`config.mk`:
```
export PLATFORM = sky130hd
export DESIGN_NAME = uart_cmd_responder
export DESIGN_NICKNAME = d
export VERILOG_FILES = /design/src/rtl/uart_resp_pkg.sv /design/src/rtl/uart_resp_regfile.sv /design/src/rtl/uart_cmd_responder.sv
export SDC_FILE = /design/constraint.sdc
export NUM_CORES = 1
export LEC_CHECK = 0
export BUFFER_PORTS_ARGS = -buffer_cell sky130_fd_sc_hd__buf_2
export CAP_MARGIN = 20
export CORE_MARGIN = 1
export CORE_UTILIZATION = 45
export DETAILED_ROUTE_END_ITERATION = 8
export GPL_TIMING_DRIVEN = 0
export HOLD_SLACK_MARGIN = 0.08
export PLACE_DENSITY_LB_ADDON = 0.2
export SKIP_LAST_GASP = 1
export SLEW_MARGIN = 20
export SYNTH_ARGS = -nofsm -noshare
export SYNTH_HDL_FRONTEND = slang
export SYNTH_SLANG_ARGS = --single-unit
export TNS_END_PERCENT = 5
```
`constraint.sdc`:
```
create_clock -name clock -period 3.4 [get_ports clock]
set_input_delay 0 -clock clock [delete_from_list [all_inputs] [get_ports clock]]
set_output_delay 0 -clock clock [all_outputs]
set_load 0.005 [all_outputs]
```
`src/rtl/uart_resp_pkg.sv`:
```
// Shared constants and state type for the UART command responder.
// Holds the frame delimiter, the request and response codes, the error
// codes carried in error responses, and the parser/transmit state enum.
package uart_resp_pkg;

  localparam logic [7:0] SOF      = 8'hA5;

  localparam logic [7:0] CMD_WR   = 8'h01;
  localparam logic [7:0] CMD_RD   = 8'h02;

  localparam logic [7:0] RSP_WR   = 8'h81;
  localparam logic [7:0] RSP_RD   = 8'h82;
  localparam logic [7:0] RSP_ERR  = 8'hEE;

  localparam logic [7:0] ERR_CHK  = 8'h01;
  localparam logic [7:0] ERR_CMD  = 8'h02;
  localparam logic [7:0] ERR_ADDR = 8'h03;

  typedef enum logic [2:0] {
    S_IDLE,
    S_GET_CMD,
    S_GET_ADDR,
    S_GET_DATA,
    S_GET_CHK,
    S_EXEC,
    S_TX_LOAD,
    S_TX_WAIT
  } state_e;

endpackage

```
`src/rtl/uart_resp_regfile.sv`:
```
// Register file for the UART command responder.
// NUM_REGS x 8-bit storage, synchronous write, asynchronous read,
// synchronous active-high reset to zero.
// Ports:
//   clock, reset         : system clock, sync active-high reset
//   wr_en/wr_addr/wr_data: write strobe, address, data
//   rd_addr/rd_data      : combinational read port (0x00 when out of range)
module uart_resp_regfile #(
  parameter int unsigned NUM_REGS = 16
) (
  input  logic       clock,
  input  logic       reset,
  input  logic       wr_en,
  input  logic [7:0] wr_addr,
  input  logic [7:0] wr_data,
  input  logic [7:0] rd_addr,
  output logic [7:0] rd_data
);

  localparam int unsigned AW = (NUM_REGS > 1) ? $clog2(NUM_REGS) : 1;

  logic [7:0] mem_q [NUM_REGS];
  logic [7:0] mem_d [NUM_REGS];
  logic       wr_in_range;
  logic       rd_in_range;

  assign wr_in_range = ({1'b0, wr_addr} < 9'(NUM_REGS));
  assign rd_in_range = ({1'b0, rd_addr} < 9'(NUM_REGS));

  always_comb begin
    mem_d = mem_q;
    if (wr_en && wr_in_range) begin
      mem_d[wr_addr[AW-1:0]] = wr_data;
    end
  end

  assign rd_data = rd_in_range ? mem_q[rd_addr[AW-1:0]] : '0;

  always_ff @(posedge clock) begin
    if (reset) begin
      mem_q <= '{default: '0};
    end else begin
      mem_q <= mem_d;
    end
  end

endmodule

```
`src/rtl/uart_cmd_responder.sv`:
```
// Far-end command responder for the UART link.
// Parses framed requests (A5 CMD ADDR [DATA] CHK) from the UART receiver,
// executes reads/writes against an internal register file, and returns a
// 5-byte framed response (A5 CODE B2 B3 CHK) through the UART transmitter.
// Ports:
//   clock, reset        : system clock, sync active-high reset
//   rx_data, rx_done    : received byte and its one-cycle valid pulse
//   tx_data, tx_start   : byte to send (held until tx_done) and launch pulse
//   tx_done             : transmitter finished the current byte
//   reg_wr_en/addr/data : strobe and payload of an executed write
//   busy                : frame in progress or response still transmitting
//   rx_overrun          : sticky, byte arrived while responding
// Build option: define UART_RESP_TIMEOUT_EN to discard partial frames after
// TIMEOUT_CYCLES cycles without a received byte.
module uart_cmd_responder
  import uart_resp_pkg::*;
#(
  parameter int unsigned NUM_REGS       = 16,
  parameter int unsigned TIMEOUT_CYCLES = 1000000
) (
  input  logic       clock,
  input  logic       reset,
  input  logic [7:0] rx_data,
  input  logic       rx_done,
  output logic [7:0] tx_data,
  output logic       tx_start,
  input  logic       tx_done,
  output logic       reg_wr_en,
  output logic [7:0] reg_wr_addr,
  output logic [7:0] reg_wr_data,
  output logic       busy,
  output logic       rx_overrun
);

`ifdef UART_RESP_TIMEOUT_EN
  localparam bit TMO_EN = 1'b1;
`else
  localparam bit TMO_EN = 1'b0;
`endif

  state_e      state_q, state_d;
  logic [7:0]  cmd_q, cmd_d;
  logic [7:0]  addr_q, addr_d;
  logic [7:0]  data_q, data_d;
  logic [7:0]  chk_q, chk_d;
  logic [7:0]  rsp_q [5];
  logic [7:0]  rsp_d [5];
  logic [2:0]  idx_q, idx_d;
  logic [7:0]  tx_data_q, tx_data_d;
  logic        ovr_q, ovr_d;
  logic [31:0] tmo_q, tmo_d;

  logic        wr_fire;
  logic        addr_ok;
  logic [7:0]  rd_val;
  logic [7:0]  rsp_code, rsp_b2, rsp_b3;

  uart_resp_regfile #(
    .NUM_REGS (NUM_REGS)
  ) u_regfile (
    .clock   (clock),
    .reset   (reset),
    .wr_en   (wr_fire),
    .wr_addr (addr_q),
    .wr_data (data_q),
    .rd_addr (addr_q),
    .rd_data (rd_val)
  );

  assign addr_ok = ({1'b0, addr_q} < 9'(NUM_REGS));

  always_comb begin
    state_d   = state_q;
    cmd_d     = cmd_q;
    addr_d    = addr_q;
    data_d    = data_q;
    chk_d     = chk_q;
    rsp_d     = rsp_q;
    idx_d     = idx_q;
    tx_data_d = tx_data_q;
    ovr_d     = ovr_q;
    tmo_d     = '0;
    wr_fire   = 1'b0;
    rsp_code  = RSP_ERR;
    rsp_b2    = '0;
    rsp_b3    = '0;

    case (state_q)
      S_IDLE: begin
        if (rx_done && rx_data == SOF) state_d = S_GET_CMD;
      end
      S_GET_CMD: begin
        if (rx_done) begin
          cmd_d   = rx_data;
          chk_d   = rx_data;
          state_d = S_GET_ADDR;
        end
      end
      S_GET_ADDR: begin
        if (rx_done) begin
          addr_d  = rx_data;
          chk_d   = chk_q ^ rx_data;
          // Unknown commands take the read-length path and are rejected in EXEC.
          state_d = (cmd_q == CMD_WR) ? S_GET_DATA : S_GET_CHK;
        end
      end
      S_GET_DATA: begin
        if (rx_done) begin
          data_d  = rx_data;
          chk_d   = chk_q ^ rx_data;
          state_d = S_GET_CHK;
        end
      end
      S_GET_CHK: begin
        if (rx_done) begin
          // Folding CHK into the running XOR leaves zero for a good frame.
          chk_d   = chk_q ^ rx_data;
          state_d = S_EXEC;
        end
      end
      S_EXEC: begin
        if (chk_q != '0) begin
          rsp_b2 = ERR_CHK;
        end else if (cmd_q != CMD_WR && cmd_q != CMD_RD) begin
          rsp_b2 = ERR_CMD;
        end else if (!addr_ok) begin
          rsp_b2 = ERR_ADDR;
        end else if (cmd_q == CMD_WR) begin
          wr_fire  = 1'b1;
          rsp_code = RSP_WR;
          rsp_b2   = addr_q;
          rsp_b3   = data_q;
        end else begin
          rsp_code = RSP_RD;
          rsp_b2   = addr_q;
          rsp_b3   = rd_val;
        end
        rsp_d[0]  = SOF;
        rsp_d[1]  = rsp_code;
        rsp_d[2]  = rsp_b2;
        rsp_d[3]  = rsp_b3;
        rsp_d[4]  = rsp_code ^ rsp_b2 ^ rsp_b3;
        idx_d     = '0;
        tx_data_d = SOF;
        state_d   = S_TX_LOAD;
        if (rx_done) ovr_d = 1'b1;
      end
      S_TX_LOAD: begin
        state_d = S_TX_WAIT;
        if (rx_done) ovr_d = 1'b1;
      end
      S_TX_WAIT: begin
        if (rx_done) ovr_d = 1'b1;
        if (tx_done) begin
          if (idx_q == 3'd4) begin
            state_d = S_IDLE;
          end else begin
            idx_d     = idx_q + 3'd1;
            tx_data_d = rsp_q[idx_q + 3'd1];
            state_d   = S_TX_LOAD;
          end
        end
      end
      default: state_d = S_IDLE;
    endcase

    // Inter-byte timeout only runs while a request is being collected.
    if (TMO_EN && !rx_done &&
        (state_q inside {S_GET_CMD, S_GET_ADDR, S_GET_DATA, S_GET_CHK})) begin
      tmo_d = tmo_q + 32'd1;
      if (tmo_d >= 32'(TIMEOUT_CYCLES)) begin
        tmo_d   = '0;
        state_d = S_IDLE;
      end
    end
  end

  always_ff @(posedge clock) begin
    if (reset) begin
      state_q   <= S_IDLE;
      cmd_q     <= '0;
      addr_q    <= '0;
      data_q    <= '0;
      chk_q     <= '0;
      rsp_q     <= '{default: '0};
      idx_q     <= '0;
      tx_data_q <= '0;
      ovr_q     <= 1'b0;
      tmo_q     <= '0;
    end else begin
      state_q   <= state_d;
      cmd_q     <= cmd_d;
      addr_q    <= addr_d;
      data_q    <= data_d;
      chk_q     <= chk_d;
      rsp_q     <= rsp_d;
      idx_q     <= idx_d;
      tx_data_q <= tx_data_d;
      ovr_q     <= ovr_d;
      tmo_q     <= tmo_d;
    end
  end

  assign tx_data     = tx_data_q;
  assign tx_start    = (state_q == S_TX_LOAD);
  assign busy        = (state_q != S_IDLE);
  assign rx_overrun  = ovr_q;
  assign reg_wr_en   = wr_fire;
  assign reg_wr_addr = addr_q;
  assign reg_wr_data = data_q;

endmodule
```
Word-level counts from Yosys, hierarchy flattened:

Cells that the tools add are included.

* register bits: 208
* input port bits: 12
* logic and storage cells: 123

* $add $sub $neg: 1
* $lt $le $gt $ge: 4
* eq/ne operators: 20
* muxes and demuxes: 46
* bitwise operators: 5
* reduce and logical (&&, ||, !) cells: 18

Operator list (count)
* two-way mux 8 bit: 19
* bitwise mux 128 bit: 1
* binary-select mux 8 bit (select 4 bit): 1
* demux 8 bit (select 4 bit): 1
* one-hot mux 8 bit (2 select lines): 2
* two-way mux 3 bit: 10
* binary-select mux 8 bit (select 3 bit): 1
* one-hot mux 3 bit (8 select lines): 1
* bitwise XOR 8 bit: 3
* two-way mux 7 bit: 3
* == test 3 bit (second input constant): 5
* inequality test 2 bit (second input constant): 7
* == test 8 x 1 -> 1 bit (second input constant): 1
* == test 8 bit (second input constant): 1
* < comparator 8 x 5 -> 1 bit (second input constant): 1
* inequality test 8 x 1 -> 1 bit (second input constant): 1
* inequality test 8 x 2 -> 1 bit (second input constant): 1
* AND reduction 2 bit: 4
* nonzero test 8 bit: 1
* == test 3 x 2 -> 1 bit (second input constant): 2
* one-hot mux 3 bit (2 select lines): 1
* AND reduction 3 bit: 2
* AND reduction 6 bit: 1
* OR reduction 3 bit: 2
* other kinds (14): 22

Logic depth before layout (Yosys ltp):

* depth in word-level cells: 10
* mapped depth: 10
* depth with buffers taken out: 8

By module:

From an unflattened synthesis, not the netlist that was laid out.

* cell total of the unflattened synthesis: 971
* area total of the unflattened synthesis: 9382.7 um^2

By module, submodules not included
* uart_resp_regfile: instances 1, cells an instance 550, area each 5885.6 um^2
* uart_cmd_responder: instances 1, cells an instance 421, area each 3497.1 um^2

Worst setup path before layout:

Ideal clock, no wire load.

* path type: register -> register
* from: register addr_q[7] (netlist: reg_wr_addr[7])
* to: register u_regfile.mem_q[30] (netlist name)
* setup time: 0.128 ns
* arrival time: 2.425 ns
* required time: 3.272 ns
* path slack: 0.847 ns
* stages on the path, launching flop included: 9
* path buffers: 2
* clock period less this slack: 2.553 ns
* cell sequence: dfxtp_1 > nor4_4 > nand3_2 > or4_1 > buf_6 > buf_12 > nor4_4 > mux2i_1 > nor2_1

* word-level cells in the longest chain between the ends: 6

Ends and longest elaborated chain
* start, declared: line uart_cmd_responder.sv:43 `logic [7:0] addr_q, addr_d;`
* start signal, assigned: line uart_cmd_responder.sv:193 `addr_q <= addr_d;`
* < comparator 8 x 5 -> 1 bit *: line uart_resp_regfile.sv:27, uart_cmd_responder.sv:70
* two-way mux 1 bit: line uart_cmd_responder.sv:126 `end else if (!addr_ok) begin`
* two-way mux 1 bit: line uart_cmd_responder.sv:124 `end else if (cmd_q != CMD_WR && cmd_q != CMD_RD) begin`
* two-way mux 1 bit: line uart_cmd_responder.sv:122 `if (chk_q != '0) begin`
* two-way mux 1 bit: line uart_cmd_responder.sv:88 `case (state_q)`
* logical AND 1 bit *: line uart_resp_regfile.sv:32 `if (wr_en && wr_in_range) begin`
* end signal, assigned: line uart_resp_regfile.sv:43 `mem_q <= mem_d;`
* end, declared: line uart_resp_regfile.sv:22 `logic [7:0] mem_q [NUM_REGS];`

Every way passes the cells marked *; elsewhere a longest branch is shown, timed or not.
A chain may end at the register's enable or synchronous reset.

Final worst setup path:

* from: register addr_q[0] (netlist: reg_wr_addr[0])
* to: register u_regfile.mem_q[3] (netlist name)

* word-level cells in the longest chain between the ends: 6
* elaborated cells between the ends (all ways): 13
* those cells by class: 3 x order compare; 7 x mux; 1 x bitwise; 2 x reduce/logical

Ends and longest elaborated chain (line)
* < comparator 8 x 5 -> 1 bit or NOT 4 -> 5 bit (tied branches): uart_resp_regfile.sv:27, uart_cmd_responder.sv:70, uart_resp_regfile.sv:33
* two-way mux 1 bit (tied with other cells): uart_cmd_responder.sv:126
* two-way mux 1 bit or logical AND 1 bit (tied branches): uart_cmd_responder.sv:124, uart_resp_regfile.sv:33
* two-way mux 1 bit or two-way mux 8 bit (tied branches): uart_cmd_responder.sv:122, uart_resp_regfile.sv:33
* two-way mux 1 bit or demux 8 bit (select 4 bit) (tied branches): uart_cmd_responder.sv:88, uart_resp_regfile.sv:33
* logical AND 1 bit or bitwise mux 128 bit (tied branches): uart_resp_regfile.sv:32, uart_resp_regfile.sv:33

Parallel ways exist; a longest one is shown, timed or not.

==> results.toml <==
[run_status]
status = "completed"

[cells_and_area]
postLayoutCoreUtil_pct = 54.2
n_fill_cell = 1861
insertedDiodeCount = 0
drive_gt1_share_pct = 13.6
synthToLayoutAreaGrowth_pct = 16.2
finalNetCount = 1068

[global_route]
globalRoute.totalOverflow = 0
grt_start_max_net_pins = 13
grt_pass1_wl_um = 41900
grt_pass1_vias = 7404
antenna_found_initial = 0
grt_use_total_pct = 25.2

[yosys]
synth.area.top_cells = "dfxtp_1 44%, mux2i_1 14%, nor2_1 7.1%"
ys_warn_count = 0
synthArstFlopShare_pct = 0
syn_avg_cell_area_sq_um = 9.44
synth_edf_count = 0
mappedNetlistNets = 988
synth_top_area_cell = "dfxtp_1"
ys_ff_latch = 203
synth_area_sq_um = 9200
ys_seq_area_share_pct = 44.2
synth_cell_types = 55
ys.flop_type = "dfxtp_1"
yosysTopAreaCellShare_pct = 44.2
netlist_instances = 974
synthTopCellsByCount = "203 x dfxtp_1, 175 x nor2_1, 131 x mux2i_1, 99 x nand2_1, 56 x a21oi_1"
synth_most_common_cell = "dfxtp_1"

[detailed_routing]
wl_met3_um = 1520
avgRoutedWirePerCell_um = 19.8
routed-wl-met2_um = 12400
vias_per_cell = 5.55
top_layer_used = "met4"
drc = 0
vias = 7414
drt_pass1_iterations = 5
drtIter0Drc = 474
postRouteAntennaNets = 0
drt-total-wl_um = 26500
m1WireLength_um = 11900

[pwr]
p_leak_nw = 3.98
cellPowerDensity_nw_per_um2 = 475
ir_drop_v = 0.000407

[floorplan]
num_io_pins = 40
rows = 51
dieArea_sq_um = 21000
initial_utilization_pct = 46.6
die_w_um = 145
coreArea_sq_um = 19700
die_y_um = 145

[worst_setup_path]
cp_data_required_time_ns = 3.79
crit_buf_inv = 4
critPathKind = "reg2reg"
worstSetupEndpointType = "flop"
crit_fanout = 10
arrival_ns = 3.68
cp_slowest_cell = "nor3_4"
critPathTopFamily = "buffers and inverters"
critPathLaunchType = "flop"
cpMostUsedCell = "buf_2"
cpPeakStageDelay_ns = 0.61
crit_path_cell_trace = "buf_2 -> buf_2 -> buf_2 -> buf_2 -> nand2_1 -> nor3_4 -> mux2i_1 -> nor2_1"

[placed_design]
hpwlAfterDp_um = 18300
gp_congestion = 0.844
dp_slack_ns = 0.0333
io_buffers = 38

[clock_network]
cts.sinks = 203
numCtsBuffers = 23
cts_root_buf = "clkbuf_16"
cts_tree = "yes"
clock_path_buffers = 3
clk_pin_slew_worst_paths_ns = 0.06
htree_levels = 1
insertion_delay_ns = 0.53

[sta]
fin_tns_setup_ns = 0
fin_skew_ns = 0.0154
drv_slew = 0
max_freq_mhz = 304
layout_setup_ws_ns = 0.114
rsz0062_at_grt = "yes"
hold_viol_final = 0
finalCritPeriodShare_pct = 96.6
tightestPinTransition_ns = 1.08
setup_viol = 0
holdWs_ns = 0.322
relSlewSlack_pct = 27.4
final.min_clock_period_ns = 3.29

[flow_run]
max_cap_viol_count = 0

[min_path]
hold_path.class = "in2reg"
-- kinds of logic after synthesis --
kind of cell	Yosys count	share of synthesized area (%)
AOI/OAI and AO/OA	125	8.37
DFF	203	44.2
and+or+nand+nor	371	19.1
adders and majority gates	2	0.272
buffers and inverters	89	4.04
xor gates and xnor gates	12	1.14
muxes	172	22.8
-- state kept, by name, summed over array words and instances, names as in the netlist --
register and cells:
cmd_q 8, tx_data 8, chk_q 8, rx_overrun 1, idx_q 3, reg_wr_data 8, rsp_q 28, state_q 3
reg_wr_addr 8, u_regfile.mem_q 128
-- worst reg2reg max path, stage by stage, from the launching register on --
cell and delay [ns]:
dfxtp_1 0.32, buf_2 0.29, buf_2 0.46, buf_2 0.42, buf_2 0.42, nand2_1 0.30, nor3_4 0.61, mux2i_1 0.28
nor2_1 0.06
-- path summary, 6_finish.rpt --
check,slack [ns],startpoint,depth (start not counted),endpoint
setup / recovery,0.11,reg_wr_addr[0]$_SDFFE_PP0P_,8,u_regfile.mem_q[3]$_SDFFE_PP0P_
hold / removal,0.32,rx_data[5],4,cmd_q[5]$_SDFFE_PP0P_
setup reg to reg,0.11,reg_wr_addr[0]$_SDFFE_PP0P_,8,u_regfile.mem_q[3]$_SDFFE_PP0P_
hold reg to reg,0.46,cmd_q[2]$_SDFFE_PP0P_,2,cmd_q[2]$_SDFFE_PP0P_
-- stage by stage --
step | area, sq um | total power [mW] | std cells
after global placement | 9720 | 2.53 | 1277
after detailed placement | 9720 | 2.53 | 1277
after floorplan | 9200 | 2.48 | 974
after CTS | 10700 | 5.11 | 1335
final | 10700 | 5.08 | 1336
after global routing | 10700 | 5.20 | 1336
-- area by class of cell --
type                    count  area, sq um  area share, %
repair buffers             55          370           3.47
plain buffers              81          343           3.21
well taps                 265          332           3.10
flip-flops and latches    203         4060           38.0
clock inverters             6         95.1          0.890
multi-input cells         682         4760           44.5
inverters                   8         30.0          0.281
clock buffers              36          694           6.50
-- metal layers --
layer	vias up	GRT usage [%]
li1	3564	-
met1	3583	33.5
met2	222	42.5
met3	45	3.62
met4	0	7.34
met5	-	0
-- cell usage in the layout, fill, tap and decap left out, drive strengths merged, types with 4 or more instances in the layout --
cell         netlist  final
buf               26     64
o22ai              4      4
nand2             99     99
a21oi             56     56
nand3             26     26
dfxtp            203    203
a211oi             6      6
xnor2             10     10
a22oi             11     11
dlygate4sd3        0     16
o211ai             5      5
nor2b              5      5
nor3              22     22
and3               9      9
and2               7      7
inv                7      8
o21ai             17     17
mux4              29     29
nand2b             7      7
clkbuf            55     92
clkinv             1      4
nor2             175    175
nand4              4      4
a22o               5      5
nor4               7      7
mux2              12     12
mux2i            131    131
-- repair_timing --
action,CTS,global route
setup endpoints to repair,0,46
endpoints found under the hold margin,37,0
resized for setup,0,3
hold buffers,16,0
buffers inserted,0,1
-- power breakdown --
part / leakage, nW / total [mW] / internal (mW) / switching, mW
Sequential: 1.63 / 2.38 / 2.38 / 0.00117
Combinational: 1.96 / 0.109 / 0.0276 / 0.0812
Clock: 0.391 / 2.59 / 1.56 / 1.03
Total: 3.98 / 5.08 / 3.97 / 1.11
No activity file was read; power rests on OpenSTA's default activity.
